**src/rtl/core_control_psr_bank.sv**
```systemverilog
// core_control_psr_bank
// Banked program-status register file for the core control unit. Holds the
// CPSR plus one SPSR per privileged exception mode (fiq, irq, svc, abt, und).
// It arbitrates ALU flag writebacks, MSR byte-field writes and SPSR restores,
// and runs exception entry (save CPSR, switch mode, mask interrupts) through
// a three-state sequencer. The mode output drives register-file banking.
//
// Ports
//   i_clk        clock
//   i_rst        synchronous reset, active-high
//   i_flags_wr   load CPSR[31:28] from i_flags_in
//   i_flags_in   NZCV
//   i_msr_wr     MSR write request
//   i_msr_saved  1 = target the SPSR of the current mode, 0 = CPSR
//   i_msr_mask   byte-field mask {f,s,x,c}; bit i enables byte i
//   i_msr_data   MSR source value
//   i_restore    copy current-mode SPSR into CPSR (exception return)
//   i_exc_req    exception entry request, only sampled while idle
//   i_exc_mode   target mode of the exception
//   i_exc_mask_f also set F on entry
//   o_cpsr       current CPSR
//   o_spsr       SPSR of the current mode; equals CPSR when no bank exists
//   o_mode       CPSR[4:0]
//   o_busy       exception sequence in progress
//   o_exc_done   one-cycle pulse; the new mode is on o_cpsr the next cycle
//   o_bad_mode   one-cycle pulse after a rejected mode-field write
module core_control_psr_bank #(
  parameter int         N_SPSR     = 5,
  parameter logic [4:0] RESET_MODE = 5'b10011
) (
  input  logic        i_clk,
  input  logic        i_rst,
  input  logic        i_flags_wr,
  input  logic [3:0]  i_flags_in,
  input  logic        i_msr_wr,
  input  logic        i_msr_saved,
  input  logic [3:0]  i_msr_mask,
  input  logic [31:0] i_msr_data,
  input  logic        i_restore,
  input  logic        i_exc_req,
  input  logic [4:0]  i_exc_mode,
  input  logic        i_exc_mask_f,
  output logic [31:0] o_cpsr,
  output logic [31:0] o_spsr,
  output logic [4:0]  o_mode,
  output logic        o_busy,
  output logic        o_exc_done,
  output logic        o_bad_mode
);

  localparam logic [4:0]  MODE_USR  = 5'b10000;
  localparam logic [31:0] CPSR_INIT = {24'b0, 3'b110, RESET_MODE};

  typedef enum logic [1:0] {
    ST_IDLE,
    ST_SAVE,
    ST_SWITCH
  } state_t;

  state_t      r_state;
  state_t      w_stateNext;
  logic [31:0] r_cpsr;
  logic [31:0] r_spsr [0:4];
  logic [4:0]  r_excMode;
  logic        r_excMaskF;
  logic        r_badMode;

  logic [31:0] w_cpsrNext;
  logic        w_spsrWe;
  logic [2:0]  w_spsrIdx;
  logic [31:0] w_spsrData;
  logic        w_badModeNext;
  logic [3:0]  w_msrMask;
  logic [2:0]  w_curIdx;
  logic        w_curHasBank;
  logic        w_excHasBank;
  logic [31:0] w_curSpsr;

  // Only the seven architectural mode encodings are legal in the mode field.
  function automatic logic modeValid(input logic [4:0] m);
    case (m)
      5'b10000, 5'b10001, 5'b10010, 5'b10011,
      5'b10111, 5'b11011, 5'b11111: modeValid = 1'b1;
      default:                      modeValid = 1'b0;
    endcase
  endfunction

  // Bank slot for each privileged exception mode; 7 marks "no bank".
  function automatic logic [2:0] bankIndex(input logic [4:0] m);
    case (m)
      5'b10001: bankIndex = 3'd0;
      5'b10010: bankIndex = 3'd1;
      5'b10011: bankIndex = 3'd2;
      5'b10111: bankIndex = 3'd3;
      5'b11011: bankIndex = 3'd4;
      default:  bankIndex = 3'd7;
    endcase
  endfunction

  // A mode owns an SPSR only if its slot is among the N_SPSR implemented
  // banks; usr, sys, invalid encodings and trimmed banks all behave alike.
  function automatic logic hasBank(input logic [4:0] m);
    hasBank = (int'(bankIndex(m)) < N_SPSR);
  endfunction

  assign w_curIdx     = bankIndex(r_cpsr[4:0]);
  assign w_curHasBank = hasBank(r_cpsr[4:0]);
  assign w_excHasBank = hasBank(r_excMode);

  // Current-mode SPSR view; without a bank the CPSR is mirrored so that
  // callers reading o_spsr in usr/sys see a harmless value.
  always_comb begin
    w_curSpsr = r_cpsr;
    if (w_curHasBank) begin
      w_curSpsr = r_spsr[w_curIdx];
    end
  end

  // Sequencer: an accepted exception spends one cycle saving the CPSR and
  // one cycle switching mode; busy covers both so requests are ignored.
  always_comb begin
    w_stateNext = r_state;
    o_busy      = 1'b0;
    o_exc_done  = 1'b0;
    unique case (r_state)
      ST_IDLE: begin
        if (i_exc_req) begin
          w_stateNext = ST_SAVE;
        end
      end
      ST_SAVE: begin
        o_busy      = 1'b1;
        w_stateNext = ST_SWITCH;
      end
      ST_SWITCH: begin
        o_busy      = 1'b1;
        o_exc_done  = 1'b1;
        w_stateNext = ST_IDLE;
      end
      default: begin
        w_stateNext = ST_IDLE;
      end
    endcase
  end

  // Next-value selection for CPSR and the single SPSR write port. In idle
  // the request priority is exception > restore > MSR > flags; a flags
  // writeback survives alongside an MSR that leaves byte 3 alone.
  always_comb begin
    w_cpsrNext    = r_cpsr;
    w_spsrWe      = 1'b0;
    w_spsrIdx     = w_curIdx;
    w_spsrData    = w_curSpsr;
    w_badModeNext = 1'b0;
    w_msrMask     = i_msr_mask;
    unique case (r_state)
      ST_IDLE: begin
        if (!i_exc_req) begin
          if (i_restore) begin
            if (w_curHasBank) begin
              w_cpsrNext = w_curSpsr;
              if (!modeValid(w_curSpsr[4:0])) begin
                w_cpsrNext[4:0] = r_cpsr[4:0];
                w_badModeNext   = 1'b1;
              end
            end
          end else begin
            if (i_msr_wr && !i_msr_saved) begin
              // User code may only touch the flags byte; a privileged write
              // carrying an illegal mode drops just the control byte.
              if (r_cpsr[4:0] == MODE_USR) begin
                w_msrMask = i_msr_mask & 4'b1000;
              end else if (i_msr_mask[0] && !modeValid(i_msr_data[4:0])) begin
                w_msrMask[0]  = 1'b0;
                w_badModeNext = 1'b1;
              end
              for (int i = 0; i < 4; i++) begin
                if (w_msrMask[i]) begin
                  w_cpsrNext[8*i +: 8] = i_msr_data[8*i +: 8];
                end
              end
            end
            if (i_msr_wr && i_msr_saved && w_curHasBank) begin
              w_spsrWe = 1'b1;
              for (int i = 0; i < 4; i++) begin
                if (i_msr_mask[i]) begin
                  w_spsrData[8*i +: 8] = i_msr_data[8*i +: 8];
                end
              end
            end
            if (i_flags_wr && !(i_msr_wr && i_msr_mask[3])) begin
              w_cpsrNext[31:28] = i_flags_in;
            end
          end
        end
      end
      ST_SAVE: begin
        if (w_excHasBank) begin
          w_spsrWe   = 1'b1;
          w_spsrIdx  = bankIndex(r_excMode);
          w_spsrData = r_cpsr;
        end else begin
          w_badModeNext = 1'b1;
        end
      end
      ST_SWITCH: begin
        w_cpsrNext[4:0] = r_excMode;
        w_cpsrNext[7]   = 1'b1;
        if (r_excMaskF) begin
          w_cpsrNext[6] = 1'b1;
        end
        w_cpsrNext[5] = 1'b0;
      end
      default: begin
      end
    endcase
  end

  // State and storage registers; reset also wipes any half-finished save.
  always_ff @(posedge i_clk) begin
    if (i_rst) begin
      r_state    <= ST_IDLE;
      r_cpsr     <= CPSR_INIT;
      r_excMode  <= RESET_MODE;
      r_excMaskF <= 1'b0;
      r_badMode  <= 1'b0;
      for (int i = 0; i < 5; i++) begin
        r_spsr[i] <= '0;
      end
    end else begin
      r_state   <= w_stateNext;
      r_cpsr    <= w_cpsrNext;
      r_badMode <= w_badModeNext;
      if (w_spsrWe) begin
        r_spsr[w_spsrIdx] <= w_spsrData;
      end
      if (r_state == ST_IDLE && i_exc_req) begin
        r_excMode  <= i_exc_mode;
        r_excMaskF <= i_exc_mask_f;
      end
    end
  end

  assign o_cpsr     = r_cpsr;
  assign o_spsr     = w_curSpsr;
  assign o_mode     = r_cpsr[4:0];
  assign o_bad_mode = r_badMode;

endmodule

```
**config.mk**
```make
export PLATFORM = sky130hd
export DESIGN_NAME = core_control_psr_bank
export DESIGN_NICKNAME = d
export VERILOG_FILES = /design/src/rtl/core_control_psr_bank.sv
export SDC_FILE = /design/constraint.sdc
export NUM_CORES = 1
export LEC_CHECK = 0
export BUFFER_PORTS_ARGS = -buffer_cell sky130_fd_sc_hd__buf_4
export CORE_MARGIN = 3
export CORE_UTILIZATION = 54
export CTS_CLUSTER_SIZE = 16
export DETAILED_ROUTE_END_ITERATION = 8
export PLACE_DENSITY = 0.8
export SKIP_LAST_GASP = 1
export SLEW_MARGIN = 20
export SYNTH_ARGS = -nofsm -noshare
export SYNTH_HDL_FRONTEND = slang
export SYNTH_SLANG_ARGS = --single-unit
export TNS_END_PERCENT = 100
```
**constraint.sdc**
```tcl
create_clock -name i_clk -period 4.9 [get_ports i_clk]
set_input_delay 0.49 -clock i_clk [delete_from_list [all_inputs] [get_ports i_clk]]
set_output_delay 0.49 -clock i_clk [all_outputs]
set_load 0.005 [all_outputs]
```
==> flow_summary.ini, run 1 <==
[outcome]
status = completed

[clock_tree]
hold_buffers = 0
cts_buffers = 23
clockRootBuffer = clkbuf_16
clk_latency_ps = 520
clock_path_buffers = 3
postCtsSetupBuffers = 0
cts_sinks = 201
cts_tree = yes
postCtsResizedCells = 0
htreeDepth = 1
clk_pin_slew_worst_paths_ps = 60

[sta]
fin_skew_ps = 13.00
fin_crit_sh_pct = 86.04
setup_viol = 0
period_needed_ps = 4216
drv_slew = 0
worstMarginPinSlew_ps = 1057
timing.fmax_mhz = 237.2
rsz0062_at_grt = false
finalHoldViolCount = 0
relSlewSlack_pct = 29.51
setup_tns_ps = 0

[placed_design]
numPortBuffers = 124
place_area_um2 = 11350
hpwl_mm = 18.41
gp_congestion = 0.9114

[min_path]
hp-start = i_exc_mask_f
hold_path.class = in2reg

[synthesis]
synth_nets = 970
synth_warnings = 0
synth_cells = 914
syn_area_per_cell_um2 = 11.31
postSynth.asyncResetShare_pct = 0
synth_enable_flop_cells = 160
ys_types = 76
ys_seq_elements = 201
ys.flop_type = edfxtp_1
netlist_area_um2 = 10330
ys_seq_area_share_pct = 54.44

[detailed_routing]
drt_wl_total_mm = 28.93
met3_length_mm = 3.018
wl_met1_mm = 11.27
wl_per_cell_um = 23.02
drtAntennaViolNets = 0
route.met2.wl_mm = 13.68
top_layer = met4
drc = 0
dr.pass1.iters = 8
drt_iter0_drc = 1164
via_count = 8076
via_per_inst = 6.425

[job]
maxCapViolCount = 0

[grt]
grt_usage_pct = 27.39
grt_max_degree = 57
antenna_found_initial = 0
grt_pass1_wl_mm = 44.06
grt_overflow_total = 0
grt_pass1_vias = 7866

[final_layout]
drive_above_1_share_pct = 25.19
nFillCells = 1375
stdcell_area_um2 = 12090
fin_nets = 1068
diodes = 0
syn2layout_area_growth_pct = 16.95

[die]
num_rows = 49
core_area_um2 = 18390
die-area_um2 = 20830
dieWidth_um = 144.3
die_h_um = 144.3
ios = 125
floorplan.initialDensity_pct = 56.18

[power]
internal_power_mw = 3.670
leakagePower_nw = 4.895
combPwrFrac_pct = 31.9
vdd_drop_max_v = 0.0002664
power.density_nw_per_um2 = 452.3
swShare_pct = 32.86
clockPowerShare_pct = 30.6
share_seq_of_total_power_pct = 37.5
net-switching-power_mw = 1.796

[worst_setup_path]
worstReg2RegStart = o_cpsr[0]$_SDFFE_PP1P_
critPathKind = reg2out
crit_fanout = 22
cp-end-kind = primary output
cp-start-kind = flip-flop
cp.required_ps = 4410
crit_start = o_cpsr[0]$_SDFFE_PP1P_
arrival_ps = 3730
power groups by stage:
stage	clock, mW	sequential [mW]	combinational, mW
6_report	1.67	2.05	1.74
5_1_grt	1.74	2.06	1.87
4_1_cts	1.68	2.05	1.72
3_5_place_dp	0	2.08	1.71
3_3_place_gp	0	2.08	1.68
2_1_floorplan	0	2.05	1.14
cell families (layout without fill, tap and decap cells):
logic type / Yosys count / in the layout / share of synthesized area (%)
and+or+nand+nor: 301 / 301 / 12.90
DFF: 201 / 201 / 54.44
adders and majority gates: 3 / 3 / 0.3633
buffers and inverters: 90 / 204 / 4.504
xor gates and xnor gates: 3 / 3 / 0.3270
AOI/OAI and AO/OA: 202 / 202 / 16.06
muxes: 114 / 114 / 11.42
critical path: stages, from the launching register on:
cell and delay, ps:
dfxtp_1 850, xor2_2 300, o211ai_4 700, buf_4 360, mux2_1 340, a21oi_1 440
buf_4 200
cell usage in the layout (no fill, tap or decap), types with 5 or more instances in the layout:
cell type  Yosys  final
inv_1         17     17
a21oi_2       19     19
o21bai_1       5      5
o22ai_2        9      9
o211ai_1       5      5
edfxtp_1     160    160
o22ai_1       19     19
dfxtp_1       41     41
nor2_1       198    197
clkbuf_16      0     23
nand2_1       29     29
mux2_2        27     27
a211oi_1      22     22
o21ai_0        9      9
nand2b_1      12     12
nand3_1       17     17
a21oi_1       36     35
nor2b_1        6      6
and2_1         5      5
buf_4          9    143
clkinv_2       0      5
mux2i_1       83     83
a222oi_1      32     32
sequential cells by signal (all words and copies together), names as in the netlist:
register    count
r_spsr        160
o_cpsr         32
r_excMode       5
r_state         2
o_bad_mode      1
r_excMaskF      1
worst paths after layout:
path | cells past startpoint | end | slack (ps)
hold reg to reg | 2 | r_excMaskF$_SDFFE_PP0P_ | 470
hold / removal | 3 | r_excMaskF$_SDFFE_PP0P_ | 250
setup reg to reg | 8 | r_spsr[3][17]$_SDFFCE_PN0P_ | 1170
setup / recovery | 6 | o_spsr[5] | 680
layout make-up:
type	instances	area, µm²	area share (%)
flip-flops and latches	201	5625	46.55
well taps	229	286.5	2.371
inverters	18	67.56	0.5591
multi-input cells	623	4262	35.26
clock inverters	14	140.1	1.160
clock buffers	27	590.6	4.887
repair buffers	145	1114	9.214
through the flow:
step / utilization (%) / std cells / hold WS (ps) / total power, mW / worst slack, ps
6_report: 65.71 / 1257 / 248.7 / 5.466 / 684.0
5_1_grt: 65.71 / 1257 / 255.3 / 5.678 / 579.1
3_3_place_gp: 61.73 / 1216 / 443.7 / 3.762 / 1017
2_1_floorplan: - / 914 / 433.2 / 3.184 / 1724
3_5_place_dp: 61.73 / 1216 / 458.2 / 3.792 / 952.4
4_1_cts: 65.71 / 1257 / 242.2 / 5.452 / 785.7
routing by layer:
layer	global-route usage [%]	vias to the layer above
met3	5.357	77
met2	43.33	470
met5	0	-
met1	37.46	3896
li1	-	3633
met4	10.90	0
synthesized netlist by cell type (19+ instances only):
cell / number / area [µm²]
o22ai_1: 19 / 118.9
edfxtp_1: 160 / 4805
nand2_1: 29 / 108.9
mux2i_1: 83 / 830.8
clkbuf_1: 35 / 131.4
a211oi_1: 22 / 165.2
dfxtp_1: 41 / 820.8
a21oi_2: 19 / 166.4
mux2_2: 27 / 304.0
a21oi_1: 36 / 180.2
nor2_1: 198 / 743.2
a222oi_1: 32 / 320.3
Power figures use the tool's default switching activity.
==> run 2, diff against run 1 <==
--- a/config.mk
+++ b/config.mk
@@ -5,6 +5,7 @@
 export SDC_FILE = /design/constraint.sdc
 export NUM_CORES = 1
 export LEC_CHECK = 0
+export ABC_AREA = 1
 export BUFFER_PORTS_ARGS = -buffer_cell sky130_fd_sc_hd__buf_4
 export CORE_MARGIN = 3
 export CORE_UTILIZATION = 54
==> run 2 against run 1 <==
  * Global-route usage shrank 0.27 points
  * Non-clock buffer count fell by 6
  * Clock-buffer cell count up 5
  * Flip-flop and latch count unchanged
  * Wire length is 5.0% higher
  * Hold slack worse by 53 ps
  * Power increased by 33%
  * Die area is 5.4% higher
  * Synthesized cell count is 45% higher
  * Fmax up 3.8%
  * Critical endpoint is now o_spsr[14]
==> flow_summary.ini, run 2 <==
[worst_setup_path]
cp-end-kind = primary output
crit_fanout = 70
worstReg2RegStart = o_cpsr[4]$_SDFFE_PP1P_
cp.required_ps = 4410
reg2reg_depth = 11
critPathKind = reg2out
arrival_ps = 3570
reg2reg_slack_ps = 1040
cp-start-kind = flip-flop
r2r-end = r_spsr[1][29]$_SDFFCE_PN0P_
crit_start = o_cpsr[4]$_SDFFE_PP1P_

[synthesis]
ys_seq_area_share_pct = 51.55
synth_nets = 1381
synth_top_area_share_pct = 44.03
synth.area.top_cells = edfxtp_1, nand2_1, dfxtp_1
yosysTopAreaCell = edfxtp_1
postSynth.asyncResetShare_pct = 0
synth_commonest_cells = nand2_1, edfxtp_1, nand3_1
ys.flop_type = edfxtp_1
syn_area_per_cell_um2 = 8.236
synth_warnings = 0
ys_types = 48
synth_enable_flop_cells = 160
ys_seq_elements = 201
netlist_area_um2 = 10910
synth_cells = 1325
yosysMostFrequentCell = nand2_1

[clock_tree]
clock_path_buffers = 3
cts_tree = yes
clk_pin_slew_worst_paths_ps = 60
postCtsResizedCells = 0
cts_sinks = 201
clk_latency_ps = 520
clockRootBuffer = clkbuf_16
cts_buffers = 22
postCtsSetupBuffers = 0
hold_buffers = 0
htreeDepth = 1

[die]
core_area_um2 = 19650
dieWidth_um = 148.2
ios = 125
floorplan.initialDensity_pct = 55.53
num_rows = 51
die_h_um = 148.2
die-area_um2 = 21950

[min_path]
hp-start = i_rst
hold_depth = 2
hold_path.class = in2reg
min_to = r_state[0]$_SDFFE_PP0P_

[job]
maxCapViolCount = 0

[sta]
setup_tns_ps = 0
timing.fmax_mhz = 246.1
rsz0062_at_grt = false
relSlewSlack_pct = 39.85
period_needed_ps = 4063
setup_viol = 0
drv_slew = 0
holdWs_ps = 196.0
worstMarginPinSlew_ps = 900.5
fin_skew_ps = 25.03
fin_crit_sh_pct = 82.92
finalHoldViolCount = 0
layout_setup_ws_ps = 836.8

[final_layout]
fin_nets = 1473
most-common-layout-cells = nand2_1, edfxtp_1, buf_4
max_flop_register = r_spsr
diodes = 0
stdcell_area_um2 = 12610
drive_above_1_share_pct = 19.06
nFillCells = 1591
syn2layout_area_growth_pct = 15.59
layout.cells.non_filler = 1697
largest_register_ffs = 160
final_common_cell = nand2_1

[outcome]
status = completed

[detailed_routing]
wl_met1_mm = 12.60
wl_per_cell_um = 17.90
dr.pass1.iters = 6
via_per_inst = 5.662
drt_wl_total_mm = 30.37
via_count = 9608
top_layer = met4
route.met2.wl_mm = 13.40
drc = 0
drt_iter0_drc = 1468
drtAntennaViolNets = 0
met3_length_mm = 3.902

[power]
power.density_nw_per_um2 = 575.3
leakagePower_nw = 5.686
vdd_drop_max_v = 0.0002437

[grt]
grt_overflow_total = 0
grt_usage_pct = 27.12
grt_max_degree = 71
grt_pass1_vias = 8639
grt_pass1_wl_mm = 47.61
antenna_found_initial = 0

[placed_design]
place_inst = 1658
place_area_um2 = 11910
hpwl_mm = 20.58
numPortBuffers = 124
post-place-ws_ps = 1150
gp_congestion = 0.9368
[run 2: cell families (layout without fill, tap and decap cells)]
logic type                 Yosys count  count (layout)  share of synthesized area (%)
DFF                                201             201                          51.55
buffers and inverters              243             350                          9.516
AOI/OAI and AO/OA                  198             198                          11.88
and+or+nand+nor                    680             680                          26.71
adders and majority gates            3               3                         0.3440
[run 2: power breakdown]
group	leakage [nW]	internal [mW]	switching [mW]
clock	0.341	0.966	0.669
sequential	1.99	1.97	0.0749
combinational	3.35	1.11	2.47
total	5.69	4.05	3.21
[run 2: metal layers]
metal  global-route usage, %  vias up
li1                        -     4520
met1                   42.30     4426
met2                   40.49      625
met3                   4.205       37
met4                   5.543        0
met5                       0        -
[run 2: area by class of cell]
class                           count  area, µm²  area share [%]
Sequential cell                   201       5625           44.59
Multi-Input combinational cell    881       4264           33.80
Timing Repair Buffer              139       1044           8.272
Clock inverter                      7      93.84          0.7439
Tap cell                          265      331.6           2.628
Clock buffer                       32      608.1           4.820
Inverter                          172      648.1           5.138
[run 2: stage by stage]
step           total power, mW  utilization [%]
2_1_floorplan            4.293                -
3_3_place_gp             5.484            60.58
3_5_place_dp             5.542            60.58
4_1_cts                  7.178            64.15
5_1_grt                  7.613            64.18
6_report                 7.257            64.18
[run 2: how the worst max path moves through the flow]
stage	end	slack (ps)
floorplan	r_spsr[1][0]$_SDFFCE_PN0P_	2050
global placement	r_spsr[1][12]$_SDFFCE_PN0P_	1280
detailed placement	r_spsr[1][6]$_SDFFCE_PN0P_	1150
CTS	o_spsr[14]	890
global route	o_spsr[11]	620
finish	o_spsr[14]	840
[run 2: critical path, stage by stage (launching register included)]
cell and delay [ps]:
dfxtp_1 510, nand2_2 110, nor2_4 190, nand2_4 470, nand2_8 330, nand2_4 260
inv_2 510, nand3_1 180, nand3_1 210, nand2_2 120, buf_4 150
